--- src/rtl/hub_message_router.sv ---
// Hub crossbar: one message per cycle from NUM_LINKS inputs into single-entry
// output slots, with unicast, broadcast and drop routing and round-robin arbitration.
module hub_message_router #(
    parameter int NUM_LINKS    = 4,
    parameter int GT_FIFO_SIZE = 64,
    parameter int MSG_DEST_MSB = 63,
    parameter int MSG_DEST_LSB = 56
) (
    input  logic                              clk,
    input  logic                              reset,
    input  logic [NUM_LINKS*GT_FIFO_SIZE-1:0] in_data,
    input  logic [NUM_LINKS-1:0]              in_valid,
    output logic [NUM_LINKS-1:0]              in_ready,
    output logic [NUM_LINKS*GT_FIFO_SIZE-1:0] out_data,
    output logic [NUM_LINKS-1:0]              out_valid,
    input  logic [NUM_LINKS-1:0]              out_ready,
    output logic [15:0]                       drop_count,
    output logic                              router_busy
);

    localparam int PTR_W = (NUM_LINKS > 1) ? $clog2(NUM_LINKS) : 1;
    localparam int DW    = MSG_DEST_MSB - MSG_DEST_LSB + 1;
    localparam int W     = GT_FIFO_SIZE;

    logic [NUM_LINKS*W-1:0]              out_data_q, out_data_d;
    logic [NUM_LINKS-1:0]                out_valid_q, out_valid_d;
    logic [15:0]                         drop_count_q, drop_count_d;
    logic [PTR_W-1:0]                    rr_ptr_q, rr_ptr_d;

    logic [NUM_LINKS-1:0][NUM_LINKS-1:0] tgt;
    logic [NUM_LINKS-1:0]                is_drop, elig, slot_free, grant;
    logic [DW-1:0]                       dest;
    logic [PTR_W-1:0]                    gnt_idx, cand;
    logic                                gnt_any;
    logic [W-1:0]                        gnt_data;
    int                                  scan;

    assign slot_free = ~out_valid_q | out_ready;

    // Destination decode: anything that is neither a valid link ID nor broadcast is a drop.
    always_comb begin
        tgt     = '0;
        is_drop = '1;
        elig    = '0;
        dest    = '0;
        for (int i = 0; i < NUM_LINKS; i++) begin
            dest = in_data[i*W+MSG_DEST_LSB +: DW];
            if (dest == {DW{1'b1}}) begin
                tgt[i]     = '1;
                is_drop[i] = 1'b0;
            end else begin
                for (int j = 0; j < NUM_LINKS; j++) begin
                    if (int'(dest) == j + 1) begin
                        tgt[i][j]  = 1'b1;
                        is_drop[i] = 1'b0;
                    end
                end
            end
            elig[i] = in_valid[i] && (is_drop[i] || ((tgt[i] & ~slot_free) == '0));
        end
    end

    // First eligible input at or after rr_ptr wins; ineligible inputs are skipped.
    always_comb begin
        gnt_any = 1'b0;
        gnt_idx = '0;
        cand    = '0;
        scan    = 0;
        for (int k = 0; k < NUM_LINKS; k++) begin
            scan = int'(rr_ptr_q) + k;
            if (scan >= NUM_LINKS) scan = scan - NUM_LINKS;
            cand = PTR_W'(scan);
            if (!gnt_any && elig[cand]) begin
                gnt_any = 1'b1;
                gnt_idx = cand;
            end
        end
        grant    = gnt_any ? (NUM_LINKS'(1) << gnt_idx) : '0;
        gnt_data = in_data[gnt_idx*W +: W];
    end

    always_comb begin
        out_valid_d  = out_valid_q & ~out_ready;
        out_data_d   = out_data_q;
        drop_count_d = drop_count_q;
        rr_ptr_d     = rr_ptr_q;
        if (gnt_any) begin
            rr_ptr_d = (gnt_idx == PTR_W'(NUM_LINKS - 1)) ? '0 : gnt_idx + 1'b1;
            if (is_drop[gnt_idx]) begin
                if (drop_count_q != 16'hFFFF) drop_count_d = drop_count_q + 16'd1;
            end else begin
                for (int j = 0; j < NUM_LINKS; j++) begin
                    if (tgt[gnt_idx][j]) begin
                        out_valid_d[j]       = 1'b1;
                        out_data_d[j*W +: W] = gnt_data;
                    end
                end
            end
        end
    end

    always_ff @(posedge clk or posedge reset) begin
        if (reset) begin
            out_data_q   <= '0;
            out_valid_q  <= '0;
            drop_count_q <= '0;
            rr_ptr_q     <= '0;
        end else begin
            out_data_q   <= out_data_d;
            out_valid_q  <= out_valid_d;
            drop_count_q <= drop_count_d;
            rr_ptr_q     <= rr_ptr_d;
        end
    end

    assign in_ready    = reset ? '0 : grant;
    assign out_data    = out_data_q;
    assign out_valid   = out_valid_q;
    assign drop_count  = drop_count_q;
    assign router_busy = (|in_valid) | (|out_valid_q);

endmodule
--- config.mk ---
export PLATFORM = sky130hd
export DESIGN_NAME = hub_message_router
export DESIGN_NICKNAME = d
export VERILOG_FILES = /design/src/rtl/hub_message_router.sv
export SDC_FILE = /design/constraint.sdc
export NUM_CORES = 1
export LEC_CHECK = 0
export ABC_AREA = 1
export BUFFER_PORTS_ARGS = -buffer_cell sky130_fd_sc_hd__buf_2
export CAP_MARGIN = 20
export CORE_AREA = 2 2 212 214
export CTS_CLUSTER_SIZE = 10
export DETAILED_ROUTE_END_ITERATION = 10
export DIE_AREA = 0 0 214 216
export PLACE_DENSITY = 0.68
export SYNTH_ARGS = -nofsm -noshare
export SYNTH_HDL_FRONTEND = slang
export SYNTH_SLANG_ARGS = --single-unit
--- constraint.sdc ---
create_clock -name clk -period 8.6 [get_ports clk]
set_input_delay 0.43 -clock clk [delete_from_list [all_inputs] [get_ports clk]]
set_output_delay 0.43 -clock clk [all_outputs]
set_load 0.05 [all_outputs]
# Yosys cells after proc, flatten, opt, wreduce, memory -nomap -nowiden
# Cells that the tools add are included.
totals:
  reg_bits: 278
  input_bits: 266
  word_cells: 158
  output_inout_bits: 281
op_classes:
  shift: 2
  n_mux: 73
  reduce_logical: 25
  eq_ne: 22
  n_lt_le_gt_ge: 9
  n_bitwise: 11
  n_addsub: 9
ops:
  columns: ["operator", "count"]
  rows:
  - ["indexed part select 256 x 9 -> 64 bit", 1]
  - ["equality test 8 x 3 -> 1 bit (second input constant)", 8]
  - ["2-to-1 mux 1 bit", 49]
  - ["2-to-1 mux 4 bit", 9]
  - ["equality test 8 x 2 -> 1 bit (second input constant)", 4]
  - ["equality test 8 x 4 -> 1 bit (second input constant)", 4]
  - ["equality test 8 bit (second input constant)", 4]
  - ["AND 4 bit", 5]
  - ["2-to-1 mux 2 bit", 9]
  - ["adder 16 x 1 -> 16 bit (second input constant)", 1]
  - ["zero test 4 bit", 4]
  - ["!= test 16 bit (second input constant)", 1]
  - ["< comparator 2 x 3 -> 1 bit (second input constant)", 5]
  - ["AND reduction 3 bit", 5]
  - ["inverter 4 bit", 3]
  - ["binary-select mux 1 bit (select 2 bit)", 5]
  - ["greater-or-equal comparator 3 bit (second input constant)", 3]
  - ["binary-select mux 4 bit (select 2 bit)", 1]
  - ["OR reduction 4 bit", 2]
  - ["subtractor 2 x 1 -> 2 bit (second input constant)", 4]
  - ["logical AND 1 bit", 7]
  - ["adder 2 x 2 -> 3 bit (second input constant)", 2]
  - ["logical OR 1 bit", 4]
  - ["OR 4 bit", 1]
  - ["other kinds (8)", 10]

# Depth between registers and ports, before layout
# Gate-level depths: netlist of run 1.
logic_depth:
  depth_word: 25
  depth_mapped: 27
  ltp_nobuf: 24

# Worst setup path after synthesis of run 1
# Ideal clock, no wire load.
synth_timing:
  kind: "input-to-output"
  startpoint: "in reset"
  endpoint: "out in_ready[0]"
  path_slack_ns: 0.960
  stages: 3
  path_buffers: 0
  required_ns: 8.170
  arrival_ns: 7.210
  path_cell_list: "inv_1 > nand2_1 > nor2_1"
synth_via:
  elab_chain_len: 1
synth_lines:
  columns: ["element", "line_no", "rtl"]
  rows:
  - ["start, declared", "10", "input logic reset,"]
  - ["2-to-1 mux 4 bit", "116", "assign in_ready = reset ? '0 : grant;"]
  - ["end, declared", "13", "output logic [NUM_LINKS-1:0] in_ready,"]
# Every way passes these cells.

# Final worst setup path of run 1
layout_timing:
  startpoint: "reg out_valid_q[2] (netlist: out_valid[2])"
  endpoint: "out in_ready[2]"
layout_via:
  elab_chain_len: 22
  word_cells_on_any_way: 44
  cone_classes: "1 x shift; 18 x mux; 7 x bitwise; 18 x reduce/logical"
layout_lines:
  columns: ["element", "line_no", "rtl"]
  rows:
  - ["start, declared", "26", "logic [NUM_LINKS-1:0] out_valid_q, out_valid_d;"]
  - ["start signal, assigned", "110", "out_valid_q <= out_valid_d;"]
  - ["inverter 4 bit (*)", "38", "assign slot_free = ~out_valid_q | out_ready;"]
  - ["OR 4 bit (*)", "38", null]
  - ["inverter 4 bit (*)", "59", "elig[i] = in_valid[i] && (is_drop[i] || ((tgt[i] & ~slot_free) == '0));"]
  - ["AND 4 bit", "59", null]
  - ["zero test 4 bit", "59", null]
  - ["logical OR 1 bit", "59", null]
  - ["logical AND 1 bit", "59", null]
  - ["binary-select mux 1 bit (select 2 bit)", "73", "if (!gnt_any && elig[cand]) begin"]
  - ["(+6 left out)", null, null]
  - ["logical AND 1 bit", "73", null]
  - ["2-to-1 mux 1 bit", "73", null]
  - ["zero test 1 bit", "73", null]
  - ["logical AND 1 bit", "73", null]
  - ["2-to-1 mux 2 bit", "73", null]
  - ["<< shifter 1 x 2 -> 4 bit", "78", "grant = gnt_any ? (NUM_LINKS'(1) << gnt_idx) : '0;"]
  - ["2-to-1 mux 4 bit (*)", "78", null]
  - ["2-to-1 mux 4 bit (*)", "116", null]
# Every way passes the cells marked *; elsewhere a longest branch is shown, timed or not. The select of a mux whose other input is x is not followed.

==> flow_metrics.py, run 1 <==
metrics = {
    "drt": {
        "dr_total_vias": 15600,
        "drt-total-wl_mm": 54.7,
        "antenna_left": 0,
        "detailedRoute.firstIterationViolations": 1224,
        "detail_route.wl_per_cell_um": 17.4,
        "drt_drc_violations_left": 0,
        "drt_pass1_iterations": 6,
        "via_per_inst": 4.95,
    },
    "synth": {
        "netlist.area_leader.share": 0.476,
        "synthesis.nets": 2334,
        "synth_seq_cells": 278,
        "seq_area_frac_synth": 0.476,
        "post_synth_instance_area_mm2": 0.0146,
        "yosysTopAreaCell": "sky130_fd_sc_hd__dfrtp_1",
        "ys_types": 30,
        "syn_avg_cell_area_um2": 7.08,
        "synth_area_leaders": "sky130_fd_sc_hd__dfrtp_1 (48%), sky130_fd_sc_hd__nand2_1 (31%), sky130_fd_sc_hd__nand3_1 (9.2%)",
        "synthesis.instances": 2063,
        "synth-warning-count": 0,
    },
    "finish": {
        "layout.cells.most_common": "sky130_fd_sc_hd__nand2_1",
        "finalNetCount": 2806,
        "post_route_cells_drive_above_1_share": 0.251,
        "final_cell_mix": "sky130_fd_sc_hd__nand2_1 (1196), sky130_fd_sc_hd__buf_2 (546), sky130_fd_sc_hd__dfrtp_1 (278)",
        "post-route-util": 0.423,
        "flow.area_growth_from_synthesis_pct": 26.7,
    },
    "clock_network": {
        "tritoncts": "yes",
        "root_buffer": "sky130_fd_sc_hd__clkbuf_16",
        "cts.clk_slew.worst_paths_ps": 50,
        "hold_buffers": 1,
        "clock-sinks": 278,
        "clock_insertion_delay_worst_skew_ps": 540,
        "cts_repair_resize_count": 0,
        "htree_num_levels": 2,
        "clockBufferDepth": 3,
        "cts_buffers": 35,
        "cts_setup_buffers": 0,
    },
    "floorplanning": {
        "initial_utilization": 0.333,
        "floorplan.die_area_mm2": 0.0462,
        "io_pins": 547,
        "die_y_um": 216,
        "dieWidth_um": 214,
        "row_count": 77,
        "core-area_mm2": 0.0438,
    },
    "worst_setup_path": {
        "slowest_delay_ps": 730,
        "critical_path_peak_fanout": 86,
        "cpMaxStageDelayCell": "sky130_fd_sc_hd__buf_4",
        "critPathArrivalTime_ps": 5200,
        "critPathLaunchType": "flip-flop",
        "critical_path.cell_chain": "inv_1 -> nor2_1 -> nand2_1 -> nand2_1 -> nor2_1 -> nand3_2 -> nand2_1 -> o21ai_2 -> nand4_4 -> nand2_2 -> nand2_4 -> inv_4 -> buf_4 -> ha_1 -> nand2_1 -> nor2_1 -> buf_2",
        "critPathRequiredTime_ps": 8170,
        "most_frequent_cp_cell": "sky130_fd_sc_hd__nand2_1",
        "critPathKind": "flip-flop to output port",
        "end_kind": "output port",
    },
    "timing": {
        "hold_viol": 0,
        "fin_setup_tns_ps": 0,
        "max_clock_freq_ghz": 0.178,
        "rsz0062_at_grt": "no",
        "layout_setup_ws_ps": 2970,
        "worstMarginPinSlew_ps": 1440,
        "finalCriticalPeriod_ps": 5630,
        "timing.final.setup_violations": 0,
        "worst_clock_skew_ps": 14.8,
        "min_period_over_period": 0.655,
        "final-max-slew-violation-count": 0,
        "worst_slew_margin_rel": 0.0385,
    },
    "status": {
        "run_status": "finished, final reports clean",
    },
    "placed_design": {
        "port_buffers": 546,
        "detailedPlacementHpwl_mm": 37.5,
        "placement.setup.worst_slack_ps": 3240,
        "place.gp.congestion": 0.958,
    },
    "hold_path": {
        "worst_hold_class": "input port to flip-flop",
    },
    "global_routing": {
        "grt_max_degree": 225,
        "antenna_found_initial": 2,
        "grt_pass1_vias": 15000,
        "grt_usage": 0.231,
        "overflow": 0,
        "global_route_wire_length_before_repair_mm": 84.1,
    },
    "job": {
        "max_cap_violations": 0,
    },
}
worst max-delay path, delay by kind of cell (launching register included):
family	cells	cell delay [ps]
AOI/OAI and AO/OA	1	230
DFF	1	380
adders and majority gates	1	270
and+or+nand+nor	11	2090
buffers and inverters	4	1530
layout make-up:
class,count,area [um2]
clock inverter,4,60.1
timing repair buffer,559,2850
fill,4545,25300
clock buffer,48,976
tap,592,741
sequential,278,6960
inverter,76,295
multi-input combinational,1585,6650
antenna,1,2.50
sequential cells by signal (all words and copies together), names as in the netlist:
register	flops
out_data	256
drop_count	16
out_valid	4
rr_ptr_q	2
metal layers:
metal / routed length [um] / vias up / global-route usage
met2: 26000 / 731 / 0.386
met5: 0 / - / 0
li1: - / 7331 / -
met3: 4200 / 132 / 0.0465
met4: 2230 / 0 / 0.102
met1: 22300 / 7371 / 0.288
per-stage QoR:
| stage | area, um2 | instances | hold WS [ps] |
|---|---|---|---|
| final | 18500 | 3143 | 80.5 |
| after global routing | 18500 | 3143 | 71.1 |
| after CTS | 18500 | 3142 | 56.6 |
| after detailed placement | 17500 | 3089 | 446 |
| after global placement | 17500 | 3089 | 440 |
| after floorplan | 14600 | 2063 | 511 |
final timing paths:
path / startpoint / to / slack [ps] / depth (start not counted)
setup / recovery: out_valid[2]$_DFF_PP0_ / in_ready[2] / 2970 / 17
hold / removal: out_ready[1] / out_valid[1]$_DFF_PP0_ / 80 / 2
setup reg to reg: out_valid[2]$_DFF_PP0_ / out_data[124]$_DFFE_PP0P_ / 3460 / 18
hold reg to reg: out_data[250]$_DFFE_PP0P_ / out_data[250]$_DFFE_PP0P_ / 460 / 2
max in group asynchronous: reset / out_data[244]$_DFFE_PP0P_ / 5890 / 5
min in group asynchronous: reset / out_data[151]$_DFFE_PP0P_ / 530 / 3
logic make-up (layout without fill, tap and decap cells):
kind of cell,after synthesis,after routing,share of synthesized area
AO/OA/AOI/OAI,13,13,0.00488
XOR/XNOR,16,16,0.00959
AND/OR/NAND/NOR,1551,1551,0.431
flip-flops,278,278,0.476
other,0,1,0
buffers and inverters,200,687,0.0744
adder cells (fa/ha/maj),5,5,0.00428
Yosys cell counts:
library cell               number
sky130_fd_sc_hd__a21oi_1        2
sky130_fd_sc_hd__and2_4         1
sky130_fd_sc_hd__buf_1          5
sky130_fd_sc_hd__buf_2         49
sky130_fd_sc_hd__buf_4         23
sky130_fd_sc_hd__buf_6         25
sky130_fd_sc_hd__clkbuf_1      22
sky130_fd_sc_hd__clkinv_2       1
sky130_fd_sc_hd__dfrtp_1      278
sky130_fd_sc_hd__ha_1           5
sky130_fd_sc_hd__inv_1         68
sky130_fd_sc_hd__inv_2          7
sky130_fd_sc_hd__nand2_1     1199
sky130_fd_sc_hd__nand2_2        5
sky130_fd_sc_hd__nand3_1      270
sky130_fd_sc_hd__nand3_2        6
sky130_fd_sc_hd__nand3b_1       1
sky130_fd_sc_hd__nand4_1        9
sky130_fd_sc_hd__nand4_4        1
sky130_fd_sc_hd__nor2_1        44
sky130_fd_sc_hd__nor2_2         6
sky130_fd_sc_hd__nor2_4         1
sky130_fd_sc_hd__nor3_1         3
sky130_fd_sc_hd__nor4_1         5
sky130_fd_sc_hd__o211ai_1       1
sky130_fd_sc_hd__o21ai_0        7
sky130_fd_sc_hd__o21ai_1        2
sky130_fd_sc_hd__o21ai_2        1
sky130_fd_sc_hd__xnor2_1        5
sky130_fd_sc_hd__xor2_1        11
Power of run 1 is left out: the tool's default activity adds up to more than one toggle a clock period on the data nets, which glitch-free logic cannot reach.
==> inputs of run 2 (changes only) <==
==> constraint.sdc (replaced) <==
create_clock -name clk -period 4.65 [get_ports clk]
set_input_delay 0.2325 -clock clk [delete_from_list [all_inputs] [get_ports clk]]
set_output_delay 0.2325 -clock clk [all_outputs]
set_load 0.05 [all_outputs]
==> flow_metrics.py, run 2 (synthesis results as in run 1) <==
metrics = {
    "status": {
        "run_status": "finished, final reports clean",
    },
    "global_routing": {
        "overflow": 0,
        "antenna_found_initial": 0,
        "grt_max_degree": 152,
        "global_route_wire_length_before_repair_mm": 84.8,
        "grt_pass1_vias": 15000,
        "grt_usage": 0.231,
    },
    "floorplanning": {
        "floorplan.die_area_mm2": 0.0462,
        "die_y_um": 216,
        "core-area_mm2": 0.0438,
        "io_pins": 547,
        "dieWidth_um": 214,
        "row_count": 77,
        "initial_utilization": 0.333,
    },
    "worst_setup_path": {
        "r2r-start": "out_valid[0]$_DFF_PP0_",
        "end_kind": "output port",
        "rr_endpoint": "out_data[126]$_DFFE_PP0P_",
        "critPathArrivalTime_ps": 3910,
        "critical_path_peak_fanout": 40,
        "reg2reg_slack_ps": 870,
        "critPathRequiredTime_ps": 4420,
        "critPathLaunchType": "flip-flop",
        "rr_worst_depth": 17,
        "critPathKind": "flip-flop to output port",
    },
    "clock_network": {
        "cts_setup_buffers": 0,
        "root_buffer": "sky130_fd_sc_hd__clkbuf_16",
        "cts.clk_slew.worst_paths_ps": 50,
        "htree_num_levels": 2,
        "hold_buffers": 5,
        "cts_repair_resize_count": 0,
        "cts_buffers": 35,
        "clockBufferDepth": 3,
        "clock-sinks": 278,
        "tritoncts": "yes",
        "clock_insertion_delay_worst_skew_ps": 540,
    },
    "timing": {
        "hold_viol": 0,
        "max_clock_freq_ghz": 0.241,
        "timing.final.setup_violations": 0,
        "layout_setup_ws_ps": 507,
        "final-max-slew-violation-count": 0,
        "worst_clock_skew_ps": 14.7,
        "rsz0062_at_grt": "no",
        "worstMarginPinSlew_ps": 875,
        "whs_ps": 200,
        "min_period_over_period": 0.891,
        "finalCriticalPeriod_ps": 4140,
        "fin_setup_tns_ps": 0,
        "worst_slew_margin_rel": 0.417,
    },
    "finish": {
        "layout.cells.most_common": "sky130_fd_sc_hd__nand2_1",
        "post_route_cells_drive_above_1_share": 0.253,
        "largest_register_ff_count": 256,
        "final_cell_mix": "sky130_fd_sc_hd__nand2_1 (1196), sky130_fd_sc_hd__buf_2 (546), sky130_fd_sc_hd__dfrtp_1 (278)",
        "flow.area_growth_from_synthesis_pct": 28.1,
        "finalNetCount": 2820,
        "n_antenna_cell": 0,
    },
    "drt": {
        "via_per_inst": 4.88,
        "wl_met2_mm": 26.0,
        "drt_pass1_iterations": 5,
        "detailedRoute.firstIterationViolations": 1061,
        "dr_total_vias": 15400,
        "detailroute.wirelength.met3_mm": 3.60,
        "detail_route.wl_per_cell_um": 17.2,
        "antenna_left": 0,
        "drt-total-wl_mm": 54.2,
        "top_layer_used": "met4",
        "metal_1_wl_mm": 22.8,
        "drt_drc_violations_left": 0,
    },
    "hold_path": {
        "timing.hold.worst.start": "in_data[43]",
        "worst_hold_class": "input port to flip-flop",
        "min_delay_path_depth": 7,
        "min_to": "out_data[235]$_DFFE_PP0P_",
    },
    "placed_design": {
        "port_buffers": 546,
        "place.gp.congestion": 0.993,
        "placement.setup.worst_slack_ps": 814,
        "detailedPlacementHpwl_mm": 38.6,
    },
    "job": {
        "max_cap_violations": 0,
    },
}
run 2: cell types whose count changed in the layout (fill, tap and decap cells not counted), sizes merged:
cell,previous run,this run
clkinv,2,3
clkbuf,48,43
dlygate4sd3,1,5
clkinvlp,0,1
buf,558,568
diode,1,0
inv,77,76
bufinv,1,2
run 2: through the flow:
| step | util | cells | instance area [um2] |
|---|---|---|---|
| after floorplan | - | 2063 | 14600 |
| after detailed placement | 0.403 | 3099 | 17600 |
| after global placement | 0.403 | 3099 | 17600 |
| after CTS | 0.427 | 3153 | 18700 |
| final | 0.427 | 3153 | 18700 |
| after global routing | 0.427 | 3153 | 18700 |
run 2: layout make-up:
| type | instances | area [um2] |
|---|---|---|
| Inverter | 76 | 292 |
| Sequential cell | 278 | 6960 |
| Fill cell | 4463 | 25100 |
| Timing Repair Buffer | 573 | 3060 |
| Tap cell | 592 | 741 |
| Multi-Input combinational cell | 1585 | 6650 |
| Clock buffer | 43 | 937 |
| Clock inverter | 6 | 95.1 |
run 2: worst max-delay path: stages (launching register included):
cell and delay (ps):
sky130_fd_sc_hd__dfrtp_1 370, sky130_fd_sc_hd__inv_1 60, sky130_fd_sc_hd__nor2_1 340, sky130_fd_sc_hd__nand2_1 100, sky130_fd_sc_hd__nand2_1 80, sky130_fd_sc_hd__nor2_2 50
sky130_fd_sc_hd__nand3_2 60, sky130_fd_sc_hd__nand2_1 110, sky130_fd_sc_hd__o21ai_2 210, sky130_fd_sc_hd__nand4_4 260, sky130_fd_sc_hd__nand2_2 320, sky130_fd_sc_hd__nand2_4 180
sky130_fd_sc_hd__inv_4 160, sky130_fd_sc_hd__buf_4 400, sky130_fd_sc_hd__ha_1 220, sky130_fd_sc_hd__nand2_1 50, sky130_fd_sc_hd__nor2_1 120, sky130_fd_sc_hd__buf_2 270
run 2: per-layer routing:
| layer | vias up | global-route usage |
|---|---|---|
| li1 | 7352 | - |
| met1 | 7267 | 0.293 |
| met2 | 644 | 0.392 |
| met3 | 114 | 0.0444 |
| met4 | 0 | 0.0839 |
| met5 | - | 0 |
run 2: worst max-delay path by stage:
stage / startpoint / cells after the start / end
6_report: out_valid[0]$_DFF_PP0_ / 17 / in_ready[2]
5_1_grt: out_valid[0]$_DFF_PP0_ / 17 / in_ready[2]
4_1_cts: out_valid[2]$_DFF_PP0_ / 17 / in_ready[0]
3_5_place_dp: in_data[127] / 21 / out_data[255]$_DFFE_PP0P_
3_3_place_gp: in_data[127] / 21 / out_data[124]$_DFFE_PP0P_
2_1_floorplan: reset / 3 / in_ready[0]
Power of run 2 is left out for the same reason.
